[src/rtl/ex_muldiv.sv]
// rtl/ex_muldiv.sv - EX-stage multiply/divide unit with HI/LO result registers
// Optional multiply-accumulate ops (MADD/MADDU/MSUB/MSUBU) are built when EX_MULDIV_MADD_EN is defined.
module ex_muldiv #(
  parameter int DATA_W  = 32,
  parameter int MUL_LAT = 2
) (
  input  logic              clk,
  input  logic              rst,
  input  logic              start_i,
  input  logic [2:0]        op_i,
  input  logic [DATA_W-1:0] opa_i,
  input  logic [DATA_W-1:0] opb_i,
  input  logic [DATA_W-1:0] hi_i,
  input  logic [DATA_W-1:0] lo_i,
  input  logic              annul_i,
  output logic              stall_o,
  output logic [DATA_W-1:0] hi_o,
  output logic [DATA_W-1:0] lo_o,
  output logic              whilo_o
);

  localparam int CW       = $clog2(DATA_W + 1);
  localparam int MUL_LAST = (MUL_LAT > 1) ? MUL_LAT - 2 : 0;

  typedef enum logic [1:0] {S_IDLE, S_MUL, S_DIV, S_DONE} state_t;

  state_t              state_q, state_d;
  logic [CW-1:0]       cnt_q, cnt_d;
  logic [2:0]          op_q, op_d;
  logic [DATA_W-1:0]   a_q, a_d;
  logic [DATA_W-1:0]   b_q, b_d;
  logic [DATA_W-1:0]   rem_q, rem_d;
  logic [DATA_W-1:0]   quo_q, quo_d;
  logic [DATA_W-1:0]   dvs_q, dvs_d;
  logic                neg_quo_q, neg_quo_d;
  logic                neg_rem_q, neg_rem_d;
  logic [DATA_W-1:0]   hi_q, hi_d;
  logic [DATA_W-1:0]   lo_q, lo_d;
`ifdef EX_MULDIV_MADD_EN
  logic [2*DATA_W-1:0] acc_q, acc_d;
  logic [2*DATA_W-1:0] acc_src;
`endif

  logic                  in_idle;
  logic                  op_valid;
  logic                  accept;
  logic                  is_div_in;
  logic                  div_zero_in;
  logic                  sgn_in;
  logic [DATA_W-1:0]     a_mag;
  logic [DATA_W-1:0]     b_mag;
  logic [2:0]            src_op;
  logic [DATA_W-1:0]     src_a;
  logic [DATA_W-1:0]     src_b;
  logic                  mul_sgn;
  logic [2*DATA_W-1:0]   a_ext;
  logic [2*DATA_W-1:0]   b_ext;
  logic [2*DATA_W-1:0]   product;
  logic [2*DATA_W-1:0]   mac;
  logic [DATA_W:0]       rem_shift;
  logic [DATA_W:0]       diff;
  logic                  borrow;
  logic [DATA_W-1:0]     step_rem;
  logic [DATA_W-1:0]     step_quo;
  logic [DATA_W-1:0]     rem_fix;
  logic [DATA_W-1:0]     quo_fix;

  always_comb begin
    in_idle     = (state_q == S_IDLE);
`ifdef EX_MULDIV_MADD_EN
    op_valid    = 1'b1;
`else
    op_valid    = ~op_i[2];
`endif
    accept      = in_idle && start_i && op_valid && !annul_i;
    is_div_in   = (op_i[2:1] == 2'b01);
    div_zero_in = is_div_in && (opb_i == '0);
    sgn_in      = ~op_i[0];
    a_mag       = (sgn_in && opa_i[DATA_W-1]) ? -opa_i : opa_i;
    b_mag       = (sgn_in && opb_i[DATA_W-1]) ? -opb_i : opb_i;
  end

  // In IDLE the multiplier sees the live inputs so MUL_LAT=1 can finish on the accept edge.
  always_comb begin
    src_op  = in_idle ? op_i  : op_q;
    src_a   = in_idle ? opa_i : a_q;
    src_b   = in_idle ? opb_i : b_q;
    mul_sgn = ~src_op[0];
    a_ext   = {{DATA_W{mul_sgn & src_a[DATA_W-1]}}, src_a};
    b_ext   = {{DATA_W{mul_sgn & src_b[DATA_W-1]}}, src_b};
    product = a_ext * b_ext;
  end

`ifdef EX_MULDIV_MADD_EN
  always_comb begin
    acc_src = in_idle ? {hi_i, lo_i} : acc_q;
    if (!src_op[2]) begin
      mac = product;
    end else if (src_op[1]) begin
      mac = acc_src - product;
    end else begin
      mac = acc_src + product;
    end
  end
`else
  logic unused_inputs;
  assign unused_inputs = ^{hi_i, lo_i, src_op[2:1]};
  assign mac = product;
`endif

  // One restoring step: shift in the next dividend bit, keep the difference if it did not borrow.
  always_comb begin
    rem_shift = {rem_q, quo_q[DATA_W-1]};
    diff      = rem_shift - {1'b0, dvs_q};
    borrow    = diff[DATA_W];
    step_rem  = borrow ? rem_shift[DATA_W-1:0] : diff[DATA_W-1:0];
    step_quo  = {quo_q[DATA_W-2:0], ~borrow};
    rem_fix   = neg_rem_q ? -step_rem : step_rem;
    quo_fix   = neg_quo_q ? -step_quo : step_quo;
  end

  always_ff @(posedge clk or negedge rst) begin
    if (!rst) begin
      state_q <= S_IDLE;
    end else begin
      state_q <= state_d;
    end
  end

  always_comb begin
    state_d = state_q;
    case (state_q)
      S_IDLE: begin
        if (accept) begin
          if (is_div_in) begin
            state_d = div_zero_in ? S_DONE : S_DIV;
          end else begin
            state_d = (MUL_LAT == 1) ? S_DONE : S_MUL;
          end
        end
      end
      S_MUL: begin
        if (annul_i) begin
          state_d = S_IDLE;
        end else if (cnt_q == CW'(MUL_LAST)) begin
          state_d = S_DONE;
        end
      end
      S_DIV: begin
        if (annul_i) begin
          state_d = S_IDLE;
        end else if (cnt_q == CW'(DATA_W - 1)) begin
          state_d = S_DONE;
        end
      end
      default: state_d = S_IDLE;
    endcase
  end

  always_comb begin
    cnt_d     = cnt_q;
    op_d      = op_q;
    a_d       = a_q;
    b_d       = b_q;
    rem_d     = rem_q;
    quo_d     = quo_q;
    dvs_d     = dvs_q;
    neg_quo_d = neg_quo_q;
    neg_rem_d = neg_rem_q;
    hi_d      = hi_q;
    lo_d      = lo_q;
`ifdef EX_MULDIV_MADD_EN
    acc_d     = acc_q;
`endif
    case (state_q)
      S_IDLE: begin
        if (accept) begin
          cnt_d     = '0;
          op_d      = op_i;
          a_d       = opa_i;
          b_d       = opb_i;
          rem_d     = '0;
          quo_d     = a_mag;
          dvs_d     = b_mag;
          neg_quo_d = sgn_in & (opa_i[DATA_W-1] ^ opb_i[DATA_W-1]);
          neg_rem_d = sgn_in & opa_i[DATA_W-1];
`ifdef EX_MULDIV_MADD_EN
          acc_d     = {hi_i, lo_i};
`endif
        end
      end
      S_MUL: cnt_d = cnt_q + 1'b1;
      S_DIV: begin
        cnt_d = cnt_q + 1'b1;
        rem_d = step_rem;
        quo_d = step_quo;
      end
      default: cnt_d = '0;
    endcase
    // Results land on the edge entering DONE; annul steers state_d away and so blocks the write.
    if (state_d == S_DONE && state_q != S_DONE) begin
      if (state_q == S_DIV) begin
        hi_d = rem_fix;
        lo_d = quo_fix;
      end else if (in_idle && is_div_in) begin
        hi_d = opa_i;
        lo_d = {DATA_W{1'b1}};
      end else begin
        {hi_d, lo_d} = mac;
      end
    end
  end

  always_ff @(posedge clk or negedge rst) begin
    if (!rst) begin
      cnt_q     <= '0;
      op_q      <= '0;
      a_q       <= '0;
      b_q       <= '0;
      rem_q     <= '0;
      quo_q     <= '0;
      dvs_q     <= '0;
      neg_quo_q <= 1'b0;
      neg_rem_q <= 1'b0;
      hi_q      <= '0;
      lo_q      <= '0;
`ifdef EX_MULDIV_MADD_EN
      acc_q     <= '0;
`endif
    end else begin
      cnt_q     <= cnt_d;
      op_q      <= op_d;
      a_q       <= a_d;
      b_q       <= b_d;
      rem_q     <= rem_d;
      quo_q     <= quo_d;
      dvs_q     <= dvs_d;
      neg_quo_q <= neg_quo_d;
      neg_rem_q <= neg_rem_d;
      hi_q      <= hi_d;
      lo_q      <= lo_d;
`ifdef EX_MULDIV_MADD_EN
      acc_q     <= acc_d;
`endif
    end
  end

  always_comb begin
    stall_o = accept || (state_q == S_MUL) || (state_q == S_DIV);
    whilo_o = (state_q == S_DONE);
    hi_o    = hi_q;
    lo_o    = lo_q;
  end

endmodule

[config.mk]
export PLATFORM = sky130hd
export DESIGN_NAME = ex_muldiv
export DESIGN_NICKNAME = d
export VERILOG_FILES = /design/src/rtl/ex_muldiv.sv
export SDC_FILE = /design/constraint.sdc
export NUM_CORES = 2
export LEC_CHECK = 0
export CORE_UTILIZATION = 40
export DETAILED_ROUTE_END_ITERATION = 8
export SYNTH_ARGS = -nofsm -noshare
export SYNTH_HDL_FRONTEND = slang
export SYNTH_SLANG_ARGS = --single-unit
[constraint.sdc]
create_clock -name clk -period 30.9 [get_ports clk]
set_input_delay 4.635 -clock clk [delete_from_list [all_inputs] [get_ports clk]]
set_output_delay 4.635 -clock clk [all_outputs]
set_load 0.02 [all_outputs]
==> summary by stage <==
Drt
In this run the remaining antenna-violating nets after routing total 0. The number of detailed-routing iterations run before antenna repair is 5. The final wirelength is 176,300 um. The DRC marker count from the first detailed-route iteration is 3,698. The number of remaining DRC errors is 0. The per-cell routed wire length is 22.46 um. Detailed routing inserted a total of 42,970 vias. In the routed layout, each cell is associated on average with a via count of 5.473.

Synth
For this run, the register share of the synthesized area comes to 10.99%. Counting flops with an async set or reset pin after synthesis yields a share of 100.0%. The synthesized netlist cell count is 6,125. The register bit count reported by yosys is 234. The Yosys step of the flow raised 0 warnings.

The number of nets in the synthesized netlist is 7,640. Counting distinct cell types in the post-synthesis netlist gives 95. The synthesized design contains 0 enable-type register cells. Among all flip-flop cells after synthesis, the most frequent one is sky130_fd_sc_hd__dfrtp_1. In this run the mean area of a mapped cell was 8.696 um^2.

The cell area that synthesis handed to floorplanning was 53,260 um^2.

Placement
The placer's final routability congestion estimate is 0.9608. Buffers placed on the I/O ports in this run total 136. Before CTS, the worst setup slack after placement is 15.36 ns.

After legalization and detailed placement, the total HPWL measured 139,200 um. Summing all placed instances gives a cell area of 56,540 um^2.

Clock tree
The number of CTS-inserted buffers is 29. The total of cells resized after clock tree synthesis is 0. The post-CTS setup buffer count is 0.

For this design, the CTS-stage hold fixing added 0 buffers. The maximum clock insertion buffer count is 3. TritonCTS built the clock tree. Clock tree synthesis selected as its root buffer the cell sky130_fd_sc_hd__clkbuf_16. Counting every sink on the clock net gives 234. The maximum level of the CTS H-tree is 1. The later pin in the worst-skew pair is clocked with a latency of 0.59 ns. Clock-pin slew was measured on the worst setup and hold paths at 0.06 ns.

Status
The flow ran to the end, but the final reports show violations. The checks that failed: max-capacitance violations.

STA
Setup violations remaining at the end of the flow were counted as 0. Setup repair after global routing left no endpoint under its margin. For the final routed database, the setup TNS stands at 0 ns. The max-slew violation count is 0. The worst-case clock skew is 0.04523 ns. Based on the critical path, the design can be clocked at up to 0.06610 GHz. Setup slack on the critical path of the routed design comes to 15.77 ns. The worst slew slack as a fraction of its limit is 0.1550%. The slew at the pin with the worst max-slew slack is 1.456 ns. The final number of hold-violating endpoints is 0. The routed design could run at a clock period as short as 15.13 ns. The worst path uses 48.96% of the clock period.

Critical path
In this run the critical register-to-register path is captured at hi_o[31]$_DFFE_PN0P_. The length in cells of the worst reg-to-reg path is 30. The endpoint kind of the worst setup timing path is a flop. For flop-to-flop paths, the worst setup slack is 18.27 ns. The largest driver fanout on the critical path is 26. The worst setup path is of the input port to flop kind. At the worst endpoint, the required time is 31.34 ns. Counting stages on the worst path, the most repeated cell is sky130_fd_sc_hd__fa_1. The slowest cell on the critical path is sky130_fd_sc_hd__mux2_2.

Data arrives at the worst endpoint at 15.57 ns. The nature of the critical path startpoint is an input port. For this run, the slowest stage of the critical path takes 0.78 ns. The startpoint identified for the worst register-to-register timing path is state_q[0]$_DFF_PN0_.

Layout
Leaving out fill and tap cells, the most frequent cell in the layout is sky130_fd_sc_hd__inv_1. The top cell types in the final layout, fill and taps aside, are sky130_fd_sc_hd__inv_1 (1,184), sky130_fd_sc_hd__fa_1 (1,126), sky130_fd_sc_hd__nand2_1 (1,125), sky130_fd_sc_hd__nor2_1 (509), sky130_fd_sc_hd__ha_1 (252). The final standard cell area without fillers is 57,510 um^2.

After filler insertion, the fill cell instance count of the layout stands at 13,140. In the final layout, flip-flops and latches occupy 5856 um^2. The share of cells above drive strength 1 is 4.710%. After the last flow step, the layout net total stands at 7,587. Relative to the synthesized area, the layout overhead comes to 7.963%.

In the final layout, the multi-input gates occupy 41,960 um^2.

Floorplanning
The die span in y is 366.9 um. The x dimension of the die is 366.9 um. 201 I/O pins were placed. The standard-cell row count is 133. The die outline area is 134,600 um^2. The floorplan step defined a core boundary enclosing 131,800 um^2. For this configuration, the core starts out at a cell density of 40.41%.

Worst hold path
Along the worst hold path, the cell count comes to 2. The class of the most critical hold timing path is flop to flop. The critical hold path startpoint is b_q[4]$_DFFE_PN0P_. The hold-critical path endpoint is b_q[4]$_DFFE_PN0P_.

Job
The number of max-cap violations is 1.

Global route
The wire length of the first global-routing pass is 269,200 um. The via count of the first global-routing pass is 43,540. The remaining global-route overflow is 0. The global routing usage summed across all routing layers is 26.29%. The number of antenna violations at the first check in global routing is 5.

The largest net degree at the start of global routing is 108.
-- metrics by stage --
| step | std cells | hold slack (ns) | util [%] |
|---|---|---|---|
| 6_report | 7851 | 0.4737 | 43.63 |
| 4_1_cts | 7848 | 0.4744 | 43.63 |
| 3_5_place_dp | 7796 | 0.4593 | 42.90 |
| 2_1_floorplan | 6125 | 0.4417 | - |
| 3_3_place_gp | 7796 | 0.4550 | 42.90 |
| 5_1_grt | 7849 | 0.4883 | 43.63 |
-- critical path: cells and delay by family --
kind	cells	cell delay (ns)
adders and majority gates	9	4.82
buffers and inverters	5	1.18
AOI/OAI and AO/OA	8	2.34
and+or+nand+nor	5	1.61
muxes	2	0.91
-- Yosys cell counts, drive strengths merged, types with 29 or more instances --
cell type | number | area (um^2)
nand3 | 29 | 145.1
nor3 | 45 | 251.5
xor2 | 89 | 779.5
dfrtp | 234 | 5856
mux2i | 86 | 860.8
clkbuf | 257 | 965.9
nor2 | 512 | 1924
ha | 254 | 3178
a211oi | 38 | 295.3
inv | 1184 | 4444
buf | 58 | 254.0
a31oi | 31 | 193.9
o21ai | 257 | 1290
nand2 | 1125 | 4223
a21o | 69 | 518.0
xnor2 | 110 | 963.4
mux2 | 69 | 777.0
fa | 1126 | 22540
o31ai | 33 | 252.7
a21oi | 174 | 893.4
-- worst max-delay path by stage --
stage	end	cells after the start	startpoint	slack [ns]
after floorplan	hi_o[31]$_DFFE_PN0P_	30	op_i[0]	17.98
after global placement	hi_o[22]$_DFFE_PN0P_	29	opa_i[31]	15.46
after detailed placement	hi_o[31]$_DFFE_PN0P_	25	opa_i[31]	15.36
after CTS	hi_o[28]$_DFFE_PN0P_	29	opa_i[31]	15.92
after global routing	hi_o[28]$_DFFE_PN0P_	29	opa_i[31]	15.55
final	hi_o[28]$_DFFE_PN0P_	29	opa_i[31]	15.77
-- layer usage --
metal / track usage, % / vias up / routed length, um
met3: 4.827 / 289 / 16110
met5: 0 / - / 7
met1: 36.16 / 22220 / 72460
met2: 41.83 / 1826 / 80800
li1: - / 18640 / -
met4: 8.534 / 2 / 6958
-- area by class of cell --
class,count,area share [%]
tap,1755,3.819
inverter,1186,7.742
multi-input combinational,4390,72.97
antenna,3,0.01305
clock buffer,40,1.421
clock inverter,12,0.2415
sequential,234,10.18
timing repair buffer,231,3.616
-- flip-flops by register name (all words and copies together) (netlist names) --
register	cells
a_q	32
b_q	32
cnt_q	6
dvs_q	31
hi_o	32
lo_o	32
neg_quo_q	1
neg_rem_q	1
op_q	1
quo_q	32
rem_q	32
state_q	2
-- logic make-up (layout without fill, tap and decap cells) --
| kind of cell | after synthesis | in the layout | share of synthesized area (%) |
|---|---|---|---|
| AOI/OAI and AO/OA | 761 | 761 | 9.091 |
| xor gates and xnor gates | 199 | 199 | 3.272 |
| adders and majority gates | 1380 | 1380 | 48.29 |
| buffers and inverters | 1501 | 1469 | 10.65 |
| DFF | 234 | 234 | 10.99 |
| muxes | 155 | 155 | 3.075 |
| other | 0 | 3 | 0 |
| and+or+nand+nor | 1895 | 1895 | 14.63 |
Power is not shown: default switching activity piles up to over one toggle a cycle in this logic, so the estimate is an artifact.
